## src/rtl/tm1638_display_driver_pkg.sv

```systemverilog
// Shared types and word/command constants for the TM1638 display driver.
// The base TM1638 types come first, then the driver-specific definitions.
package tm1638_types;
  typedef logic [7:0] segments_t;
  typedef logic [7:0] leds_t;
endpackage

package tm1638_display_types;
  typedef enum logic [2:0] {
    IDLE,
    LOAD,
    MODE_CMD,
    ADDR,
    PAYLOAD,
    SCAN,
    CTRL
  } state_t;

  localparam int STB_START_BIT = 17;
  localparam int STB_END_BIT   = 16;

  localparam logic [7:0] CMD_DATA_AUTO  = 8'h40;
  localparam logic [7:0] CMD_DATA_FIXED = 8'h44;
  localparam logic [7:0] CMD_ADDR       = 8'hC0;
  localparam logic [7:0] CMD_CTRL       = 8'h80;
endpackage

```

## src/rtl/tm1638_display_driver_if.sv

```systemverilog
// Write port toward the downstream SPI FIFO: data word, write strobe and full flag.
interface tm1638_display_driver_if #(
  parameter int DATA_W = 18
);
  logic [DATA_W-1:0] o_Data;
  logic              o_Write;
  logic              i_SPI_FIFO_Full;

  modport master (
    output o_Data,
    output o_Write,
    input  i_SPI_FIFO_Full
  );

  modport slave (
    input  o_Data,
    input  o_Write,
    output i_SPI_FIFO_Full
  );
endinterface

```

## src/rtl/tm1638_dirty_scan.sv

```systemverilog
// Finds the lowest-numbered dirty digit at or above a start index.
module tm1638_dirty_scan #(
  parameter int NUM_DIGITS = 8
) (
  input  logic [NUM_DIGITS-1:0] i_Mask,
  input  logic [2:0]            i_Start,
  output logic [2:0]            o_Index,
  output logic                  o_Found
);

  // Descending walk so the lowest qualifying digit is the one that sticks.
  always_comb begin
    o_Index = '0;
    o_Found = 1'b0;
    for (int g = NUM_DIGITS - 1; g >= 0; g--) begin
      if (i_Mask[g] && (g >= int'(i_Start))) begin
        o_Index = 3'(g);
        o_Found = 1'b1;
      end
    end
  end

endmodule

```

## src/rtl/tm1638_display_driver.sv

```systemverilog
// Turns a display image into TM1638 command/data words for the SPI FIFO,
// either as a full auto-increment refresh or as fixed-address dirty updates.
module tm1638_display_driver
  import tm1638_types::*;
  import tm1638_display_types::*;
#(
  parameter int NUM_DIGITS = 8,
  parameter bit DIRTY_ONLY = 1'b0,
  parameter int DATA_W     = 18
) (
  input  logic                    i_Clk,
  input  logic                    i_Rst,
  input  logic [8*NUM_DIGITS-1:0] i_Segments,
  input  logic [NUM_DIGITS-1:0]   i_Leds,
  input  logic [2:0]              i_Brightness,
  input  logic                    i_Display_On,
  input  logic                    i_Valid,
  tm1638_display_driver_if.master fifo,
  output logic                    o_Busy,
  output state_t                  o_Diag_State,
  output logic [2:0]              o_Diag_Digit
);

  state_t state, state_nxt;
  logic [2:0] digit, digit_nxt;
  logic [1:0] sub, sub_nxt;

  logic                    pending;
  logic [8*NUM_DIGITS-1:0] pend_seg, work_seg, last_seg;
  logic [NUM_DIGITS-1:0]   pend_led, work_led, last_led;
  logic [2:0]              pend_bri, work_bri, last_bri;
  logic                    pend_on, work_on, last_on;
  logic                    last_valid;
  logic [NUM_DIGITS-1:0]   dirty, load_mask;
  logic                    ctrl_dirty, load_ctrl_dirty;

  logic        have_word, st_bit, en_bit, commit, fifo_ok, last_digit, ctrl_send;
  logic [7:0]  wbyte;
  logic [DATA_W-1:0] word;
  segments_t   cur_seg;
  leds_t       cur_led;
  logic [2:0]  scan_idx;
  logic        scan_found;

  tm1638_dirty_scan #(.NUM_DIGITS(NUM_DIGITS)) u_scan (
    .i_Mask  (dirty),
    .i_Start (digit),
    .o_Index (scan_idx),
    .o_Found (scan_found)
  );

  // An invalid last-sent image makes every digit and the control word dirty.
  always_comb begin
    load_mask = '0;
    for (int g = 0; g < NUM_DIGITS; g++) begin
      load_mask[g] = !last_valid
                   || (pend_seg[8*g +: 8] != last_seg[8*g +: 8])
                   || (pend_led[g] != last_led[g]);
    end
  end

  assign load_ctrl_dirty = !last_valid || (pend_bri != last_bri) || (pend_on != last_on);
  assign fifo_ok    = !fifo.i_SPI_FIFO_Full;
  assign last_digit = (digit == 3'(NUM_DIGITS - 1));
  assign ctrl_send  = !DIRTY_ONLY || !last_valid || ctrl_dirty;
  assign cur_seg    = work_seg[{digit, 3'b000} +: 8];
  assign cur_led    = {7'b0, work_led[digit]};

  always_comb begin
    state_nxt = state;
    digit_nxt = digit;
    sub_nxt   = sub;
    have_word = 1'b0;
    st_bit    = 1'b0;
    en_bit    = 1'b0;
    wbyte     = 8'h00;
    commit    = 1'b0;
    case (state)
      IDLE: begin
        if (pending) state_nxt = LOAD;
      end
      LOAD: begin
        digit_nxt = '0;
        sub_nxt   = '0;
        if (DIRTY_ONLY && (load_mask == '0))
          state_nxt = load_ctrl_dirty ? CTRL : IDLE;
        else
          state_nxt = MODE_CMD;
      end
      MODE_CMD: begin
        have_word = 1'b1;
        st_bit    = 1'b1;
        en_bit    = 1'b1;
        wbyte     = DIRTY_ONLY ? CMD_DATA_FIXED : CMD_DATA_AUTO;
        if (fifo_ok) state_nxt = DIRTY_ONLY ? SCAN : ADDR;
      end
      ADDR: begin
        have_word = 1'b1;
        st_bit    = 1'b1;
        wbyte     = CMD_ADDR;
        if (fifo_ok) state_nxt = PAYLOAD;
      end
      PAYLOAD: begin
        have_word = 1'b1;
        if (!DIRTY_ONLY) begin
          wbyte  = sub[0] ? cur_led : cur_seg;
          en_bit = sub[0] && last_digit;
          if (fifo_ok) begin
            if (!sub[0]) begin
              sub_nxt = 2'd1;
            end else if (last_digit) begin
              state_nxt = CTRL;
            end else begin
              digit_nxt = digit + 3'd1;
              sub_nxt   = 2'd0;
            end
          end
        end else begin
          // Four words per digit: seg address, seg byte, LED address, LED byte.
          case (sub)
            2'd0: begin st_bit = 1'b1; wbyte = CMD_ADDR | {4'b0, digit, 1'b0}; end
            2'd1: begin en_bit = 1'b1; wbyte = cur_seg; end
            2'd2: begin st_bit = 1'b1; wbyte = CMD_ADDR | {4'b0, digit, 1'b1}; end
            default: begin en_bit = 1'b1; wbyte = cur_led; end
          endcase
          if (fifo_ok) begin
            sub_nxt = sub + 2'd1;
            if (sub == 2'd3) begin
              if (last_digit) begin
                state_nxt = CTRL;
              end else begin
                digit_nxt = digit + 3'd1;
                state_nxt = SCAN;
              end
            end
          end
        end
      end
      SCAN: begin
        if (scan_found) begin
          digit_nxt = scan_idx;
          sub_nxt   = 2'd0;
          state_nxt = PAYLOAD;
        end else begin
          state_nxt = CTRL;
        end
      end
      CTRL: begin
        if (ctrl_send) begin
          have_word = 1'b1;
          st_bit    = 1'b1;
          en_bit    = 1'b1;
          wbyte     = CMD_CTRL | {4'b0, work_on, work_bri};
          if (fifo_ok) begin
            commit    = 1'b1;
            state_nxt = IDLE;
          end
        end else begin
          commit    = 1'b1;
          state_nxt = IDLE;
        end
      end
      default: state_nxt = IDLE;
    endcase

    word                = '0;
    word[STB_START_BIT] = st_bit;
    word[STB_END_BIT]   = en_bit;
    word[7:0]           = wbyte;
  end

  always_ff @(posedge i_Clk or posedge i_Rst) begin
    if (i_Rst) begin
      state      <= IDLE;
      digit      <= '0;
      sub        <= '0;
      pending    <= 1'b0;
      pend_seg   <= '0;
      pend_led   <= '0;
      pend_bri   <= '0;
      pend_on    <= 1'b0;
      work_seg   <= '0;
      work_led   <= '0;
      work_bri   <= '0;
      work_on    <= 1'b0;
      last_seg   <= '0;
      last_led   <= '0;
      last_bri   <= '0;
      last_on    <= 1'b0;
      last_valid <= 1'b0;
      dirty      <= '0;
      ctrl_dirty <= 1'b0;
    end else begin
      state <= state_nxt;
      digit <= digit_nxt;
      sub   <= sub_nxt;
      // A strobe in the LOAD cycle itself re-arms pending with the newer image.
      if (i_Valid) begin
        pend_seg <= i_Segments;
        pend_led <= i_Leds;
        pend_bri <= i_Brightness;
        pend_on  <= i_Display_On;
        pending  <= 1'b1;
      end else if (state == LOAD) begin
        pending <= 1'b0;
      end
      if (state == LOAD) begin
        work_seg   <= pend_seg;
        work_led   <= pend_led;
        work_bri   <= pend_bri;
        work_on    <= pend_on;
        dirty      <= load_mask;
        ctrl_dirty <= load_ctrl_dirty;
      end
      if (commit) begin
        last_seg   <= work_seg;
        last_led   <= work_led;
        last_bri   <= work_bri;
        last_on    <= work_on;
        last_valid <= 1'b1;
      end
    end
  end

  assign fifo.o_Data  = word;
  assign fifo.o_Write = have_word && fifo_ok;
  assign o_Busy       = (state != IDLE) || pending;
  assign o_Diag_State = state;
  assign o_Diag_Digit = digit;

endmodule

```

## src/flat_wrapper.sv

```systemverilog
// flat-port wrapper written by rule: the top's interface ports become plain ports
module tm1638_display_driver_flat import tm1638_types::*; import tm1638_display_types::*;
#(
  parameter int NUM_DIGITS = 8,
  parameter bit DIRTY_ONLY = 1'b0,
  parameter int DATA_W     = 18
)
  (i_Clk, i_Rst, i_Segments, i_Leds, i_Brightness, i_Display_On, i_Valid, o_Busy, o_Diag_State, o_Diag_Digit, fifo_o_Data, fifo_o_Write, fifo_i_SPI_FIFO_Full);
  tm1638_display_driver_if #(.DATA_W(DATA_W)) fifo_i ();
  input  logic i_Clk;
  input  logic i_Rst;
  input  logic [8*NUM_DIGITS-1:0] i_Segments;
  input  logic [NUM_DIGITS-1:0] i_Leds;
  input  logic [2:0] i_Brightness;
  input  logic i_Display_On;
  input  logic i_Valid;
  output logic o_Busy;
  output state_t o_Diag_State;
  output logic [2:0] o_Diag_Digit;
  output wire logic [$bits(fifo_i.o_Data)-1:0] fifo_o_Data;
  output wire logic [$bits(fifo_i.o_Write)-1:0] fifo_o_Write;
  input wire logic [$bits(fifo_i.i_SPI_FIFO_Full)-1:0] fifo_i_SPI_FIFO_Full;
  assign fifo_o_Data = fifo_i.o_Data;
  assign fifo_o_Write = fifo_i.o_Write;
  assign fifo_i.i_SPI_FIFO_Full = fifo_i_SPI_FIFO_Full;
  tm1638_display_driver #(.NUM_DIGITS(NUM_DIGITS), .DIRTY_ONLY(DIRTY_ONLY), .DATA_W(DATA_W)) u_core (.i_Clk(i_Clk), .i_Rst(i_Rst), .i_Segments(i_Segments), .i_Leds(i_Leds), .i_Brightness(i_Brightness), .i_Display_On(i_Display_On), .i_Valid(i_Valid), .fifo(fifo_i), .o_Busy(o_Busy), .o_Diag_State(o_Diag_State), .o_Diag_Digit(o_Diag_Digit));
endmodule
```

## config.mk

```make
export PLATFORM = sky130hd
export DESIGN_NAME = tm1638_display_driver_flat
export DESIGN_NICKNAME = d
export VERILOG_FILES = /design/src/rtl/tm1638_display_driver_pkg.sv /design/src/rtl/tm1638_display_driver_if.sv /design/src/rtl/tm1638_dirty_scan.sv /design/src/rtl/tm1638_display_driver.sv /design/src/flat_wrapper.sv
export SDC_FILE = /design/constraint.sdc
export NUM_CORES = 1
export LEC_CHECK = 0
export ABC_CLOCK_PERIOD_IN_PS = 17640
export BUFFER_PORTS_ARGS = -buffer_cell sky130_fd_sc_hd__buf_2
export CORE_ASPECT_RATIO = 0.75
export CORE_UTILIZATION = 64
export CTS_CLUSTER_DIAMETER = 40
export DETAILED_ROUTE_END_ITERATION = 12
export PLACE_DENSITY = 0.83
export SETUP_SLACK_MARGIN = 0.3
export SYNTH_ARGS = -nofsm -noshare
export SYNTH_HDL_FRONTEND = slang
export SYNTH_SLANG_ARGS = --single-unit
export TNS_END_PERCENT = 20
```

## constraint.sdc

```tcl
create_clock -name i_Clk -period 17.64 [get_ports i_Clk]
set_input_delay 1.764 -clock i_Clk [delete_from_list [all_inputs] [get_ports i_Clk]]
set_output_delay 1.764 -clock i_Clk [all_outputs]
set_load 0.01 [all_outputs]
```

==> Yosys cells after proc, flatten, opt, wreduce, memory -nomap -nowiden <==
Cells that the tools add are included.
{ "classes": {"div": 0, "mul": 0, "n_shift": 1, "bitwise_logic": 0, "reduce_logical": 38, "add_sub_neg": 1, "n_eq_ne": 32, "n_mux": 46, "n_lt_le_gt_ge": 8} }
{ "op_table": {"columns": ["op", "n"], "rows": [
  ["inequality test 8 bit", 8],
  ["indexed part select 64 x 7 -> 8 bit", 1],
  ["2-to-1 mux 3 bit", 19],
  ["one-hot mux 8 bit (4 select lines)", 1],
  ["one-hot mux 3 bit (7 select lines)", 1],
  ["2-to-1 mux 1 bit", 19],
  ["logical OR 1 bit", 17],
  ["equality test 3 bit (second input constant)", 4],
  ["inequality test 2 bit (second input constant)", 5],
  ["greater-or-equal comparator 3 bit (first input constant)", 3],
  ["logical AND 1 bit", 9],
  ["one-hot mux 3 bit (3 select lines)", 1],
  ["2-to-1 mux 8 bit", 1],
  ["inequality test 1 bit", 8],
  ["inequality test 2 x 1 -> 1 bit (second input constant)", 4],
  ["AND reduction 7 bit", 1],
  ["equality test 3 x 2 -> 1 bit (second input constant)", 2],
  ["greater-or-equal comparator 1 x 3 -> 1 bit (first input constant)", 2],
  ["greater-or-equal comparator 2 x 3 -> 1 bit (first input constant)", 2],
  ["nonzero test 3 bit", 2],
  ["AND reduction 5 bit", 1],
  ["less-than comparator 3 x 4 -> 1 bit (second input constant)", 1],
  ["OR reduction 4 bit", 1],
  ["adder 3 x 1 -> 3 bit (second input constant)", 1],
  ["other kinds (11)", 12]
]} }
{ "totals": {"output_inout_bits": 26, "mem_bits_rw": 0, "n_memories": 0, "latch_bits": 0, "ff_bits": 241, "elab_cells": 142, "romBits": 0} }

==> Longest topological paths before layout <==
Gate-level depths: netlist (run 1).
{ "logic_depth": {"ltp_word": 11, "mapped_depth": 9, "ltp_nobuf": 7} }

==> Cells and area by module <==
Synthesis (run 1) repeated with hierarchy kept, for this count alone.
{ "unflattened": {"hier_cells": 761, "hier_area_um2": 10825.4} }
{ "modules_own_cells": {"columns": ["module", "cells_per_inst", "n_inst", "area_per_inst_um2", "seq_area_each_um2"], "rows": [
  ["tm1638_display_driver", 732, 1, 10644.0, 6030.8],
  ["tm1638_dirty_scan", 29, 1, 181.4, 0.0]
]} }

==> Least setup slack after synthesis (run 1) <==
OpenSTA, ideal clock, no wires.
{ "synth_timing": {"kind": "input to output", "startpoint": "input port fifo_i_SPI_FIFO_Full", "endpoint": "output port fifo_o_Write", "t_arrival_ps": 2108, "setup_slack_ps": 13768, "cell_stages": 1, "path_buffers": 0, "cell_sequence": "a211oi_1"} }
{ "synth_between": {"elab_chain_len": 2} }
{ "synth_lines": {"columns": ["element", "line", "rtl"], "rows": [
  ["start, declared", "flat_wrapper.sv:22", "input wire logic [$bits(fifo_i.i_SPI_FIFO_Full)-1:0] fifo_i_SPI_FIFO_Full;"],
  ["logical NOT 1 bit", "tm1638_display_driver.sv:63", "assign fifo_ok = !fifo.i_SPI_FIFO_Full;"],
  ["logical AND 1 bit", "tm1638_display_driver.sv:226", "assign fifo.o_Write = have_word && fifo_ok;"],
  ["end, declared", "flat_wrapper.sv:21", "output wire logic [$bits(fifo_i.o_Write)-1:0] fifo_o_Write;"]
]} }
Every way passes these cells.

==> Final worst setup path (run 1) <==
{ "layout_timing": {"startpoint": "register u_core.digit[0], in the netlist u_core.o_Diag_Digit[0]", "endpoint": "output port fifo_o_Data[0]"} }
{ "layout_between": {"elab_chain_len": 4, "word_cells_on_any_way": 5, "cone_classes": "1 x shift; 4 x mux"} }
{ "layout_lines": {"columns": ["element", "line", "rtl"], "rows": [
  ["start, declared", "tm1638_display_driver.sv:25", "logic [2:0] digit, digit_nxt;"],
  ["start signal, assigned", "tm1638_display_driver.sv:195", "digit <= digit_nxt;"],
  ["parallel branches: the longest is 2 deep, another holds indexed part select 64 x 7 -> 8 bit", null, null],
  ["2-to-1 mux 8 bit (*)", "tm1638_display_driver.sv:106", "wbyte = sub[0] ? cur_led : cur_seg;"],
  ["one-hot mux 8 bit (4 select lines) (*)", "tm1638_display_driver.sv:78", "case (state)"],
  ["end, declared", "flat_wrapper.sv:20", "output wire logic [$bits(fifo_i.o_Data)-1:0] fifo_o_Data;"]
]} }
Mark *: on every way between the ends. The select of a mux whose other input is x is not followed.

==> impl_metrics.ini, run 1 <==
[worst_setup_path]
end_kind = output port
worstSetupPathType = flop to output port
required_ns = 15.88
r2r_cells = 7
setup.worst_path.end = fifo_o_Data[0]
reg2reg_slack_ns = 14.53
r2r_end = u_core.o_Diag_Digit[0]
crit_path_start_kind = flop
crit_start = u_core.o_Diag_Digit[0]
cp_max_fo = 24
r2r-start = u_core.o_Diag_Digit[0]
critPathArrivalTime_ns = 3.14

[layout]
post-route-util_pct = 75.3
drive_above_1_share_pct = 31.3
final_area_mm2 = 0.0122
fin_cells = 1214
multi_input_comb_area_mm2 = 0.00448
final_nets = 1067
num-fill-cells = 1016
synthToLayoutAreaGrowth_pct = 13.3
regArea_mm2 = 0.00603

[outcome]
status = finished, final reports clean

[clock_tree]
cts_sinks = 241
cts-resized-gates = 0
clk_path_buf_depth = 3
ctsRootBufferMaster = clkbuf_16
post-cts-setup-buffers = 0
clk_pin_slew_ns = 0.06
clk_latency_ns = 0.52
hold_buffers = 0
cts_buffers = 25
cts_tree = yes
htree_levels = 1

[global_route]
grt_pass1_vias = 6876
grt_pass1_wl_um = 38100
grt.total_usage_pct = 28.2
grt_start_max_net_pins = 159
overflow = 0
antenna_found_initial = 2

[timing]
fin_tns_setup_ns = 0
period_share_pct = 27.8
fmax_mhz = 204
setup_viol_count_final = 0
worst_clock_skew_ns = 0.0144
hold_violations = 0
whs_ns = 0.478
finalMaxSlewViolations = 0
maxSlewHeadroom_pct = 26.3
tightest_slew_ns = 1.11
fin_ws_ns = 12.73
rsz0062_at_grt = false
fin_crit_ns = 4.91

[synth]
synth-seq-area-share_pct = 56.0
synth_edf_count = 0
synth_area_per_cell_um2 = 11.9
synth_area_mm2 = 0.0108
synth.distinct_cells = 46
synthFlopType = dfrtp_1
synth-seq-cells = 241
yosys_warnings = 0
netlist_instances = 903
async_flop_share_pct = 100

[floorplanning]
fp.dieH_um = 114
row_count = 40
io_pins = 106
start_util_pct = 66.5
core_mm2 = 0.0162
die_w_um = 152
die_area_mm2 = 0.0174

[hold_path]
hold_class = flop to flop

[placed_design]
gp_congestion = 0.864
place_hpwl_um = 15200
place_area_mm2 = 0.0113
dp_cells = 1166
io_buffer_count = 97
pre_cts_slack_ns = 13.28

[run]
cap_violations = 0

[routing]
drtIter0Drc = 653
dr.pass1.iters = 5
drtAntennaViolNets = 0
routed_via_density = 5.88
vias = 7136
drt-total-wl_um = 23300
drc = 0
wire_per_inst_um = 19.2

[power]
power_density_mw_per_mm2 = 166
vdd_drop_max_mv = 0.101
leakagePower_nw = 5.75
finalPower_mw = 2.03
==> worst min path at each step <==
| stage | from | endpoint | cells after the start | slack, ns |
|---|---|---|---|---|
| final | u_core.pend_bri[0] | u_core.work_bri[0] | 2 | 0.48 |
| after global routing | u_core.work_on | u_core.work_on | 2 | 0.51 |
| after CTS | u_core.pend_bri[0] | u_core.work_bri[0] | 2 | 0.48 |
| after detailed placement | u_core.pend_bri[2] | u_core.work_bri[2] | 2 | 0.46 |
| after global placement | u_core.pend_bri[1] | u_core.work_bri[1] | 2 | 0.45 |
| after floorplan | u_core.pend_bri[0] | u_core.work_bri[0] | 2 | 0.43 |
==> synth_stat cells (all sizes together) (3+ instances only) <==
cell type	n	area share (%)
ha	4	0.46
buf	38	1.9
xor2	28	2.3
a41oi	7	0.57
clkbuf	17	0.59
a21o	4	0.28
o211ai	3	0.26
mux4	19	4.2
a21oi	11	0.51
nand4	9	0.52
o21ai	8	0.37
nor2	17	0.59
dfrtp	241	56
nand3b	3	0.21
mux2i	5	0.46
nand3	4	0.19
nand2b	3	0.17
xnor2	44	3.6
nor4	7	0.41
nand2	249	8.7
mux2	151	16
inv	8	0.28
==> power by group <==
part,total [mW],switching (mW),internal [mW]
combinational,0.543,0.265,0.278
sequential,0.946,0.204,0.741
clock,0.543,0.218,0.325
total,2.03,0.687,1.34
==> metal layers <==
layer	GRT usage (%)	wire length (µm)	vias up
met5	0	0	-
met4	7.60	484	0
met3	5.75	1930	42
met2	40.4	10300	277
met1	44.1	10600	3593
li1	-	-	3224
==> cell type report <==
class	count	area share [%]
multi-input combinational	606	36.7
timing repair buffer	101	4.24
sequential	241	49.4
inverter	8	0.307
tap	210	2.15
clock inverter	11	1.06
antenna	2	0.0410
clock buffer	35	6.09
==> sequential cells by signal, indices dropped and copies added (netlist names), 8 cells and up <==
name and flops:
u_core.work_seg 64, u_core.dirty 8, u_core.pend_led 8, u_core.pend_seg 64, u_core.last_led 8, u_core.last_seg 64
u_core.work_led 8
==> logic make-up (layout without fill, tap and decap cells) <==
| group | after synthesis | after routing | synth area share, % |
|---|---|---|---|
| flip-flops | 241 | 241 | 56.0 |
| multiplexers | 175 | 175 | 20.5 |
| AO/OA/AOI/OAI | 46 | 46 | 3.04 |
| AND/OR/NAND/NOR | 301 | 301 | 11.4 |
| other | 1 | 10 | 0.0348 |
| buffers and inverters | 63 | 155 | 2.80 |
| adder cells (fa/ha/maj) | 4 | 4 | 0.464 |
| XOR/XNOR | 72 | 72 | 5.85 |
==> worst max-delay path, stage by stage, from the launching register on <==
cell and delay [ns]:
dfrtp_1 1.07, mux4_1 0.69, mux4_2 0.49, a22o_1 0.23, buf_2 0.14
==> cell usage in the layout, fill, tap and decap left out, types with 3 or more instances in the layout <==
cell,count
dfrtp_1,241
nand2b_1,3
a21o_1,4
ha_1,4
inv_1,7
a41oi_1,7
nand4_1,9
clkbuf_16,25
buf_4,5
xor2_1,28
nor2_1,17
mux4_2,11
clkinv_4,3
buf_2,96
xnor2_1,44
mux2_2,151
clkbuf_8,8
o21ai_0,8
a21oi_1,11
nor4_1,7
conb_1,8
nand3_1,4
mux4_1,8
nand2_1,248
mux2i_1,5
nand3b_1,3
Note: power is estimated with default switching activity, not from simulation.
==> run 2, diff against run 1 <==
--- a/config.mk
+++ b/config.mk
@@ -5,13 +5,14 @@
 export SDC_FILE = /design/constraint.sdc
 export NUM_CORES = 1
 export LEC_CHECK = 0
-export ABC_CLOCK_PERIOD_IN_PS = 17640
+export ABC_AREA = 1
+export ABC_CLOCK_PERIOD_IN_PS = 4100
 export BUFFER_PORTS_ARGS = -buffer_cell sky130_fd_sc_hd__buf_2
 export CORE_ASPECT_RATIO = 0.75
-export CORE_UTILIZATION = 64
+export CORE_UTILIZATION = 54
 export CTS_CLUSTER_DIAMETER = 40
 export DETAILED_ROUTE_END_ITERATION = 12
-export PLACE_DENSITY = 0.83
+export PLACE_DENSITY = 0.75
 export SETUP_SLACK_MARGIN = 0.3
 export SYNTH_ARGS = -nofsm -noshare
 export SYNTH_HDL_FRONTEND = slang
==> constraint.sdc (replaced) <==
create_clock -name i_Clk -period 4.1 [get_ports i_Clk]
set_input_delay 0.41 -clock i_Clk [delete_from_list [all_inputs] [get_ports i_Clk]]
set_output_delay 0.41 -clock i_Clk [all_outputs]
set_load 0.01 [all_outputs]
==> impl_metrics.ini, run 2 <==
[floorplanning]
io_pins = 106
start_util_pct = 56.0
die_w_um = 167
die_area_mm2 = 0.0209
core_mm2 = 0.0196
fp.dieH_um = 125
row_count = 44

[layout]
biggestRegsByFlops = u_core.last_seg (64), u_core.pend_seg (64), u_core.work_seg (64)
multi_input_comb_area_mm2 = 0.00405
diodes = 0
drive_above_1_share_pct = 14.7
regArea_mm2 = 0.00603
final_common_cell = nand2_1
mostFrequentLayoutCells = 273 x nand2_1, 240 x dfrtp_1, 220 x o21ai_0
num-fill-cells = 1639
final_nets = 1389
synthToLayoutAreaGrowth_pct = 13.0

[clock_tree]
clk_latency_ns = 0.53
clk_pin_slew_ns = 0.06
clk_path_buf_depth = 3
ctsRootBufferMaster = clkbuf_16
cts_sinks = 241
htree_levels = 1
cts_tree = yes
hold_buffers = 1
cts-resized-gates = 0
post-cts-setup-buffers = 0
cts_buffers = 26

[global_route]
antenna_found_initial = 0
grt_pass1_vias = 8016
overflow = 0
grt_start_max_net_pins = 129
grt_pass1_wl_um = 42200
grt.total_usage_pct = 25.3

[synth]
async_flop_share_pct = 100
yosys_warnings = 0
yosys-top-cells-count = 274 x nand2_1, 241 x dfrtp_1, 220 x o21ai_0
synth-seq-area-share_pct = 55.0
yosysTopAreaCell = dfrtp_1
synth_area_per_cell_um2 = 8.85
synth_area_mm2 = 0.0110
synth.distinct_cells = 37
synth_edf_count = 0
yosys-top-cells-area = dfrtp_1 55%, o21ai_0 10%, nand2_1 9.4%
synth.top_cell.area_share_pct = 55.0
netlist_instances = 1239
synthFlopType = dfrtp_1
synth-seq-cells = 241
yosys.cell_count.top_type = nand2_1

[timing]
whs_ns = 0.0860
period_share_pct = 81.7
tightest_slew_ns = 1.29
maxSlewHeadroom_pct = 14.2
fin_crit_ns = 3.35
hold_violations = 0
fmax_mhz = 298
worst_clock_skew_ns = 0.0150
rsz0062_at_grt = false
finalMaxSlewViolations = 0
fin_tns_setup_ns = 0
setup_viol_count_final = 0
fin_ws_ns = 0.749

[routing]
drtAntennaViolNets = 0
drc = 9
drtIter0Drc = 785
vias = 8653
wire_per_inst_um = 16.3
dr.pass1.iters = 9
routed_via_density = 5.49
drt-total-wl_um = 25700

[run]
cap_violations = 0

[power]
vdd_drop_max_mv = 0.322
leakagePower_nw = 6.16
power_density_mw_per_mm2 = 690

[placed_design]
pre_cts_slack_ns = 1.27
gp_congestion = 0.884
place_hpwl_um = 17400
io_buffer_count = 97

[hold_path]
hold_class = primary input to flop
whs_endpoint = u_core.pend_seg[13]
hold_start = i_Segments[13]
min_path_cells = 3

[worst_setup_path]
end_kind = output port
crit_path_start_kind = flop
critPathArrivalTime_ns = 2.94
worstSetupPathType = flop to output port
cp_max_fo = 43
reg2reg_slack_ns = 1.19
required_ns = 3.69
r2r_end = u_core.o_Diag_Digit[2]
r2r_cells = 12
r2r-start = u_core.o_Diag_Digit[0]

[outcome]
violations = design-rule violations
status = finished with violations
[run 2: worst max path at each step]
stage / startpoint / endpoint / slack, ns / cells after the start
4_1_cts: u_core.o_Diag_Digit[0] / fifo_o_Data[6] / 0.79 / 6
6_report: u_core.o_Diag_Digit[1] / fifo_o_Data[5] / 0.75 / 5
3_3_place_gp: u_core.o_Diag_Digit[0] / u_core.o_Diag_Digit[2] / 1.40 / 12
5_1_grt: u_core.o_Diag_Digit[0] / fifo_o_Data[6] / 0.57 / 6
3_5_place_dp: u_core.o_Diag_Digit[0] / u_core.o_Diag_Digit[2] / 1.27 / 12
2_1_floorplan: i_Rst / u_core.dirty[0] / 0.53 / 1
[run 2: cell type report]
type,instances,share of cell area [%]
sequential,241,48.7
multi-input combinational,787,32.7
clock buffer,38,6.43
timing repair buffer,105,4.74
inverter,144,4.39
tap,253,2.55
clock inverter,9,0.565
[run 2: critical path, stage by stage (launching register included)]
cell	delay [ns]
dfrtp_1	1.20
o21ai_0	0.26
o21ai_0	0.26
o21ai_1	0.12
a31oi_1	0.36
buf_2	0.21
[run 2: kinds of logic (layout without fill, tap and decap cells)]
| family | after synthesis | after routing | share of synthesized area, % |
|---|---|---|---|
| other | 1 | 8 | 0.0342 |
| flip-flops | 241 | 241 | 55.0 |
| adder cells (fa/ha/maj) | 4 | 4 | 0.456 |
| AO/OA/AOI/OAI | 345 | 345 | 17.1 |
| multiplexers | 23 | 23 | 3.15 |
| XOR/XNOR | 23 | 23 | 1.84 |
| AND/OR/NAND/NOR | 384 | 384 | 14.0 |
| buffers and inverters | 218 | 296 | 8.43 |
[run 2: layer usage]
metal	track usage (%)	share of wire (%)	vias to the layer above
met2	40.0	46	288
met5	0	0	-
li1	-	-	4160
met3	2.72	6.2	34
met4	5.23	1.8	0
met1	37.9	46	4171
[run 2: power breakdown]
part | total (mW) | switching, mW | internal [mW]
registers | 3.83 | 0.709 | 3.12
logic | 2.42 | 1.49 | 0.930
clock network | 2.31 | 0.950 | 1.36
total | 8.55 | 3.15 | 5.40
[run 2: stage by stage]
step | std cells | instance area, µm² | util, % | power, mW
finish | 1577 | 12400 | 63.3 | 8.55
global placement | 1529 | 11500 | 58.8 | 6.12
global route | 1577 | 12400 | 63.3 | 9.10
floorplan | 1246 | 11000 | - | 5.50
detailed placement | 1529 | 11500 | 58.8 | 6.23
CTS | 1577 | 12400 | 63.3 | 8.57
